File: config.mk
export PLATFORM = sky130hd
export DESIGN_NAME = vec_unscale
export DESIGN_NICKNAME = d
export VERILOG_FILES = /design/src/rtl/vec_unscale.sv
export SDC_FILE = /design/constraint.sdc
export NUM_CORES = 1
export LEC_CHECK = 0
export ABC_AREA = 0
export BUFFER_PORTS_ARGS = -buffer_cell sky130_fd_sc_hd__buf_4
export CAP_MARGIN = 25
export CORE_MARGIN = 4
export CORE_UTILIZATION = 30
export CTS_BUF_LIST = sky130_fd_sc_hd__clkbuf_4 sky130_fd_sc_hd__clkbuf_8
export DETAILED_ROUTE_END_ITERATION = 6
export SLEW_MARGIN = 20
export SYNTH_ARGS = -nofsm -noshare
export SYNTH_HDL_FRONTEND = slang
export SYNTH_SLANG_ARGS = --single-unit
File: constraint.sdc
create_clock -name clk -period 6.62 [get_ports clk]
set_input_delay 0.331 -clock clk [delete_from_list [all_inputs] [get_ports clk]]
set_output_delay 0.331 -clock clk [all_outputs]
set_load 0.01 [all_outputs]
File: src/rtl/vec_unscale.sv
// Sequential signed Q16.16 vector-by-scalar divider: out_i = (x_i << FRAC) / a.
// One radix-2 restoring divider is shared over the three components.
module vec_unscale #(
  parameter int FRAC = 16,
  parameter int ITER = 32 + FRAC
) (
  input  logic        clk,
  input  logic        rst_n,
  input  logic        in_valid,
  output logic        in_ready,
  input  logic [95:0] x,
  input  logic [31:0] a,
  output logic        out_valid,
  input  logic        out_ready,
  output logic [95:0] out,
  output logic        div_zero
);

  localparam int DW = 32 + FRAC;
  localparam int CW = $clog2(ITER);

  typedef enum logic [1:0] {IDLE, DIV, FIX, DONE} state_t;

  state_t        state;
  logic [1:0]    idx;
  logic [CW-1:0] cnt;
  logic [DW-1:0] dvd;
  logic [32:0]   rem;
  logic [31:0]   amag;
  logic          a_zero;
  logic [31:0]   mag [3];
  logic [2:0]    xneg;
  logic [2:0]    neg;

  // Two's-complement magnitude; 0x80000000 maps to itself as an unsigned value.
  function automatic logic [31:0] mag32(input logic [31:0] v);
    return v[31] ? (~v + 32'd1) : v;
  endfunction

  logic [32:0] rem_sh;
  logic [32:0] rem_nxt;
  logic        qbit;
  logic [1:0]  nxt;
  logic [31:0] res;

  // NOTE: every signal assigned in always_comb gets a default first, so no latch is inferred.
  always_comb begin
    rem_sh  = {rem[31:0], dvd[DW-1]};
    qbit    = 1'b0;
    rem_nxt = rem_sh;
    if (rem_sh >= {1'b0, amag}) begin
      qbit    = 1'b1;
      rem_nxt = rem_sh - {1'b0, amag};
    end
  end

  // Sign, saturation and divide-by-zero override for the finished component.
  always_comb begin
    nxt = idx + 2'd1;
    res = '0;
    if (a_zero) begin
      if (mag[idx] != 32'd0) res = xneg[idx] ? 32'h8000_0000 : 32'h7FFF_FFFF;
    end else if (neg[idx]) begin
      res = (dvd > DW'(33'h0_8000_0000)) ? 32'h8000_0000 : (~dvd[31:0] + 32'd1);
    end else begin
      res = (dvd > DW'(32'h7FFF_FFFF)) ? 32'h7FFF_FFFF : dvd[31:0];
    end
  end

  // NOTE: sequential state uses non-blocking assignments only; the small
  // magnitude array is reset too so an aborted operation leaves nothing behind.
  always_ff @(posedge clk or negedge rst_n) begin
    if (!rst_n) begin
      state     <= IDLE;
      in_ready  <= 1'b1;
      out_valid <= 1'b0;
      out       <= '0;
      div_zero  <= 1'b0;
      idx       <= '0;
      cnt       <= '0;
      dvd       <= '0;
      rem       <= '0;
      amag      <= '0;
      a_zero    <= 1'b0;
      xneg      <= '0;
      neg       <= '0;
      for (int i = 0; i < 3; i++) mag[i] <= '0;
    end else begin
      case (state)
        IDLE: begin
          if (in_valid) begin
            amag   <= mag32(a);
            a_zero <= (a == 32'd0);
            for (int i = 0; i < 3; i++) begin
              mag[i]  <= mag32(x[i*32 +: 32]);
              xneg[i] <= x[i*32 + 31];
              neg[i]  <= x[i*32 + 31] ^ a[31];
            end
            idx      <= '0;
            cnt      <= '0;
            rem      <= '0;
            dvd      <= {mag32(x[31:0]), {FRAC{1'b0}}};
            in_ready <= 1'b0;
            state    <= DIV;
          end
        end
        DIV: begin
          rem <= rem_nxt;
          dvd <= {dvd[DW-2:0], qbit};
          cnt <= cnt + 1'b1;
          if (cnt == CW'(ITER - 1)) state <= FIX;
        end
        FIX: begin
          out[idx*32 +: 32] <= res;
          div_zero          <= a_zero;
          if (idx != 2'd2) begin
            idx   <= nxt;
            cnt   <= '0;
            rem   <= '0;
            dvd   <= {mag[nxt], {FRAC{1'b0}}};
            state <= DIV;
          end else begin
            out_valid <= 1'b1;
            state     <= DONE;
          end
        end
        DONE: begin
          if (out_ready) begin
            out_valid <= 1'b0;
            in_ready  <= 1'b1;
            state     <= IDLE;
          end
        end
        default: state <= IDLE;
      endcase
    end
  end

endmodule

* Word level (Yosys, flattened, before mapping)
Index checks and enable logic that the tools add are counted.
Word-level totals: register bits 324, input bits 132, output and inout bits 99
Operators by class: add/sub/neg operators 9, order comparisons 6, equality and inequality tests 10, shift operators 2, multiplexer cells 46, bitwise logic cells 10, reductions and logical operators 13
Operators by type and width (number):
- two-way mux 32 bit | 17
- adder 32 x 1 -> 32 bit (second input constant) | 5
- inverter 32 bit | 5
- one-hot mux 48 bit (3 select lines) | 1
- binary-select mux 32 bit (select 2 bit) | 2
- bitwise mux 96 bit | 1
- two-way mux 48 bit | 2
- one-hot mux 32 bit (3 select lines) | 1
- variable shift 32 x 34 -> 96 bit (first input constant) | 1
- indexed part select 32 x 34 -> 96 bit | 1
- > comparator 48 x 31 -> 1 bit (second input constant) | 1
- > comparator 48 x 32 -> 1 bit (second input constant) | 1
- negation 7 -> 34 bit | 1
- greater-or-equal comparator 33 x 32 -> 1 bit | 1
- zero test 32 bit | 1
- nonzero test 32 bit | 1
- subtractor 32 bit | 1
- one-hot mux 6 bit (3 select lines) | 1
- AND reduction 3 bit | 5
- two-way mux 2 bit | 6
- two-way mux 6 bit | 2
- inequality test 2 bit (second input constant) | 6
- one-hot mux 2 bit (4 select lines) | 1
- two-way mux 1 bit | 7
- other kinds (16) | 25

* Logic depth before layout (Yosys ltp)
word-level depth 9, depth in mapped cells 14, gate-level depth less buffers 11

* Worst setup path before layout
OpenSTA, ideal clock, no wires.
path type register to register, from register idx[0], to register dvd[30], library setup time 133 ps, data arrival time 2800 ps, setup slack 3687 ps, cell stages (with the launch flop) 14, buffers on the path 5, period minus slack after synthesis 2933 ps, cells stage by stage dfrtp_1 clkbuf_1 inv_1 clkbuf_1 clkbuf_1 ha_1 clkbuf_1 buf_1 mux2i_1 o21ai_0 a22oi_1 nand2_1 o21ai_0 o21ai_0
Between the ends: cells in the longest elaborated chain, start to end 7
RTL lines:
- start, declared | RTL line 25 | logic [1:0] idx;
- start signal, assigned | RTL line 117 | idx <= nxt;
- adder 2 x 1 -> 2 bit | RTL line 59 | nxt = idx + 2'd1;
- inverter 2 -> 3 bit (implied by the code) | RTL line 120 | dvd <= {mag[nxt], {FRAC{1'b0}}};
- binary-select mux 32 bit (select 2 bit) | RTL line 120
- two-way mux 32 bit (implied by the code) (2 in a row) | RTL line 120
- two-way mux 48 bit | RTL line 116 | if (idx != 2'd2) begin
- one-hot mux 48 bit (3 select lines) | RTL line 89 | case (state)
- end signal, assigned | RTL line 102 | dvd <= {mag32(x[31:0]), {FRAC{1'b0}}};
- end signal, assigned | RTL line 109 | dvd <= {dvd[DW-2:0], qbit};
- end signal, assigned | RTL line 120
- end, declared | RTL line 27 | logic [DW-1:0] dvd;
Several ways; a longest one is shown, not always the timed one. The select of a mux whose other input is x is not followed. A chain may end at the register's enable or synchronous reset.

* Worst setup path in the final report
from register rem[19], to register rem[5]
Between the ends: cells in the longest elaborated chain, start to end 3
RTL lines:
- start, declared | RTL line 28 | logic [32:0] rem;
- start signal, assigned | RTL line 108 | rem <= rem_nxt;
- greater-or-equal comparator 33 x 32 -> 1 bit | RTL line 51 | if (rem_sh >= {1'b0, amag}) begin
- two-way mux 32 bit | RTL line 51
- one-hot mux 32 bit (3 select lines) | RTL line 89
No other way between the ends.

==> flow_summary_export.csv <==
group,metric,value,unit
worst_setup_path,crit_slowest_cell,"a31oi_4",
timing,setup_viol_count_final,0,
timing,fmax,0.2545,GHz
worst_setup_path,path_max_fanout,29,
synthesis,syn_inst,2249,
synthesis,async_flop_share,100.0,%
clock_network,clkTransAtPathRegs,0.06,ns
clock_network,cts_made_buffers,55,
layout,syn2layout_area_growth,25.30,%
timing,worst_slew_pin_slew,0.9779,ns
timing,holdWs,0.03946,ns
synthesis,synthMuxAreaShare,2.990,%
clock_network,cts-root-buf,"clkbuf_8",
worst_setup_path,r2r_slack,2.69,ns
clock_network,cts-resized-gates,0,
route,wl_per_cell,18.67,µm
place,place_hpwl,46400,µm
power_and_ir_drop,power_frac_clock,21.9,%
synthesis,synth_adder_area_share,3.094,%
die,core,63310,µm²
worst_setup_path,r2r_end,"rem[5]$_DFFE_PN0P_",
route,dr.pass1.iters,7,
synthesis,ys_seq_area_share,42.13,%
min_path,holdPathStages,3,
global_route,use_met3,3.191,%
synthesis,synth_edf_count,0,
worst_setup_path,path_buf_inv,1,
die,pin_count,231,
worst_setup_path,critPathArrivalTime,4.45,ns
synthesis,synth_top_family_by_area,"compound AO/OA/AOI/OAI gates",
min_path,hold_start,"a[5]",
layout,final_cell_mix,"442 x nand2_1, 339 x o21ai_0, 323 x dfrtp_1",
worst_setup_path,cp-start-kind,"register",
worst_setup_path,path_cells,"ha_1, a21oi_1, o21ai_0, or3_1, nor3_1, o21ai_0, a31oi_4, buf_4, and4b_1, a221o_1",
synthesis,synth-seq-cells,324,
layout,final_util,38.10,%
place,io_buffers,230,
power_and_ir_drop,finalPower,0.009810,W
synthesis,syn_nets,2428,
power_and_ir_drop,internal-power,0.005577,W
synthesis,yosys.area_share.simple,20.12,%
clock_network,cts_tree,"done",
clock_network,postCtsHoldBufs,101,
global_route,antenna_found_initial,4,
place,placed_area,21720,µm²
route,vias,18080,
timing,period_needed,3.929,ns
status,status,"finished, final reports clean",
clock_network,clock-sinks,324,
synthesis,synth_xor_area_share,6.506,%
min_path,holdPathEnd,"amag[5]$_DFFE_PN0P_",
die,num_rows,92,
min_path,hp-class,"in2reg",
clock_network,clk_latency,0.67,ns
worst_setup_path,critPathMostFrequentCell,"o21ai_0",
global_route,grt_use_met2,29.00,%
place,gp_congestion,0.9121,
timing,slew_viol_final,0,
synthesis,ys.flop_type,"dfrtp_1",
clock_network,clockBufferDepth,3,
route,antenna_left,0,
global_route,grt-ovfl-total,0,
global_route,top_usage_layer,"met2",
worst_setup_path,crit_family,"compound AO/OA/AOI/OAI gates",
worst_setup_path,crit_required,7.14,ns
power_and_ir_drop,ir_drop,0.2517,mV
layout,drive_gt1_share,15.41,%
power_and_ir_drop,p_seq_share,35.1,%
timing,maxSlewHeadroom,34.80,%
power_and_ir_drop,p_comb_share,43.0,%
die,die_area,68280,µm²
synthesis,yosys_warnings,0,
die,chipHeight,261.3,µm
worst_setup_path,crit_path_end_kind,"register",
route,drt_iter0_drc,1581,
power_and_ir_drop,p_per_area,406.7,nW/µm²
power_and_ir_drop,p_switching,0.004233,W
clock_network,htreeDepth,2,
power_and_ir_drop,p_sw_share,43.15,%
route,drc,0,
global_route,grt_pass1_wl,99170,µm
layout,stdcell_area,24120,µm²
layout,fin_nets,2705,
worst_setup_path,timing.rr.start,"rem[19]$_DFFE_PN0P_",
timing,fin_crit_sh,59.35,%
synthesis,avgSynthCellArea,8.559,µm²
timing,setup_tns,0,ns
die,start_util,30.41,%
die,die_w,261.3,µm
global_route,use_met1,24.96,%
timing,finalHoldViolations,0,
flow_run,cap_violations,0,
timing,fin_worst_skew,0.03690,ns
timing,rsz0062_at_grt,"no",
synthesis,netlist_area,19250,µm²
global_route,grt_start_max_net_pins,198,
global_route,track_usage,18.06,%
layout,layout_commonest_cell,"nand2_1",
synthesis,synth_compound_area_share,21.20,%
worst_setup_path,ff2ff_path_depth,10,
synthesis,synth_cell_types,81,
route,totalWireLength,63850,µm
global_route,grt_pass1_vias,17480,
route,via_per_inst,5.288,
worst_setup_path,critPathMaxStageDelay,0.68,ns
worst_setup_path,crit_type,"reg2reg",
clock_network,postCtsSetupBuffers,0,
power_and_ir_drop,leakage,10.88,nW
## power groups by stage
stage / registers (W) / logic, W / clock network [W]
detailed placement: 0.00345 / 0.00412 / 0
global placement: 0.00344 / 0.00404 / 0
global route: 0.00351 / 0.00472 / 0.00229
finish: 0.00344 / 0.00422 / 0.00215
floorplan: 0.00323 / 0.00269 / 0
CTS: 0.00342 / 0.00418 / 0.00221
## through the flow
| stage | worst slack [ns] | cells |
|---|---|---|
| final | 2.691 | 3419 |
| after global placement | 2.735 | 3209 |
| after floorplan | 3.687 | 2249 |
| after CTS | 2.555 | 3412 |
| after detailed placement | 2.581 | 3210 |
| after global routing | 2.359 | 3419 |
## state kept, by name, indices dropped and copies added, names as in the netlist, 3 cells and up
register,cells
dvd,48
cnt,6
mag,96
xneg,3
amag,32
out,96
neg,3
rem,32
## area by class of cell
cell class	instances	area (µm²)
fillers	6415	39190
well taps	846	1059
clock inverters	19	265.3
multi-input cells	1728	10410
repair buffers	355	2982
flip-flops and latches	324	8109
diodes	3	7.507
inverters	62	232.7
clock buffers	82	1060
## worst reg2reg max path, stage by stage (launching register included)
cell and delay [ns]:
dfrtp_1 0.40, ha_1 0.38, a21oi_1 0.27, o21ai_0 0.22, or3_1 0.40, nor3_1 0.32, o21ai_0 0.20, a31oi_4 0.68
buf_4 0.44, and4b_1 0.24, a221o_1 0.26
## cells by family after synthesis
family | Yosys count
adders and majority gates | 47
muxes | 57
xor gates and xnor gates | 143
buffers and inverters | 197
and+or+nand+nor | 824
AOI/OAI and AO/OA | 657
DFF | 324
## layer usage
layer	vias up	routed length, µm
met2	624	29210
li1	8633	-
met3	108	4456
met5	-	10
met4	2	1558
met1	8714	28610
## worst max path at each step
stage,start,end,slack (ns),cells past startpoint
finish,rem[19]$_DFFE_PN0P_,rem[5]$_DFFE_PN0P_,2.69,10
global route,rem[19]$_DFFE_PN0P_,rem[5]$_DFFE_PN0P_,2.36,10
CTS,idx[0]$_DFFE_PN0P_,out[41]$_DFFE_PN0P_,2.56,6
detailed placement,idx[0]$_DFFE_PN0P_,out[41]$_DFFE_PN0P_,2.58,6
global placement,idx[0]$_DFFE_PN0P_,out[81]$_DFFE_PN0P_,2.73,6
floorplan,idx[0]$_DFFE_PN0P_,dvd[30]$_DFFE_PN0P_,3.69,13
## cell usage after synthesis, drive strengths merged, types with 5 or more instances
master / number / area share [%]
a22oi: 19 / 0.74
a221o: 8 / 0.42
nand2b: 19 / 0.62
inv: 62 / 1.2
nor3b: 14 / 0.57
a221oi: 12 / 0.55
ha: 46 / 3.0
o41ai: 22 / 1.1
dfrtp: 323 / 42
nor2b: 15 / 0.49
o21ai: 347 / 9.0
o211ai: 6 / 0.23
nor4: 45 / 1.6
nor3: 45 / 1.2
and4: 5 / 0.23
and3: 5 / 0.17
nand4: 16 / 0.52
xor2: 107 / 4.9
nand3: 55 / 1.4
a31oi: 10 / 0.36
or2: 12 / 0.39
clkbuf: 112 / 2.2
or4: 23 / 1.0
mux2i: 53 / 2.8
a22o: 36 / 1.6
o31ai: 42 / 1.6
nand2: 443 / 8.6
o311ai: 11 / 0.50
a21o: 15 / 0.58
nor2: 87 / 1.7
and2: 7 / 0.23
a21oi: 65 / 1.7
a211oi: 24 / 0.96
or3: 18 / 0.58
a32oi: 6 / 0.27
xnor2: 36 / 1.6
buf: 23 / 0.58
a211o: 9 / 0.41
o22ai: 5 / 0.16
(Power assumes the default switching activity.)
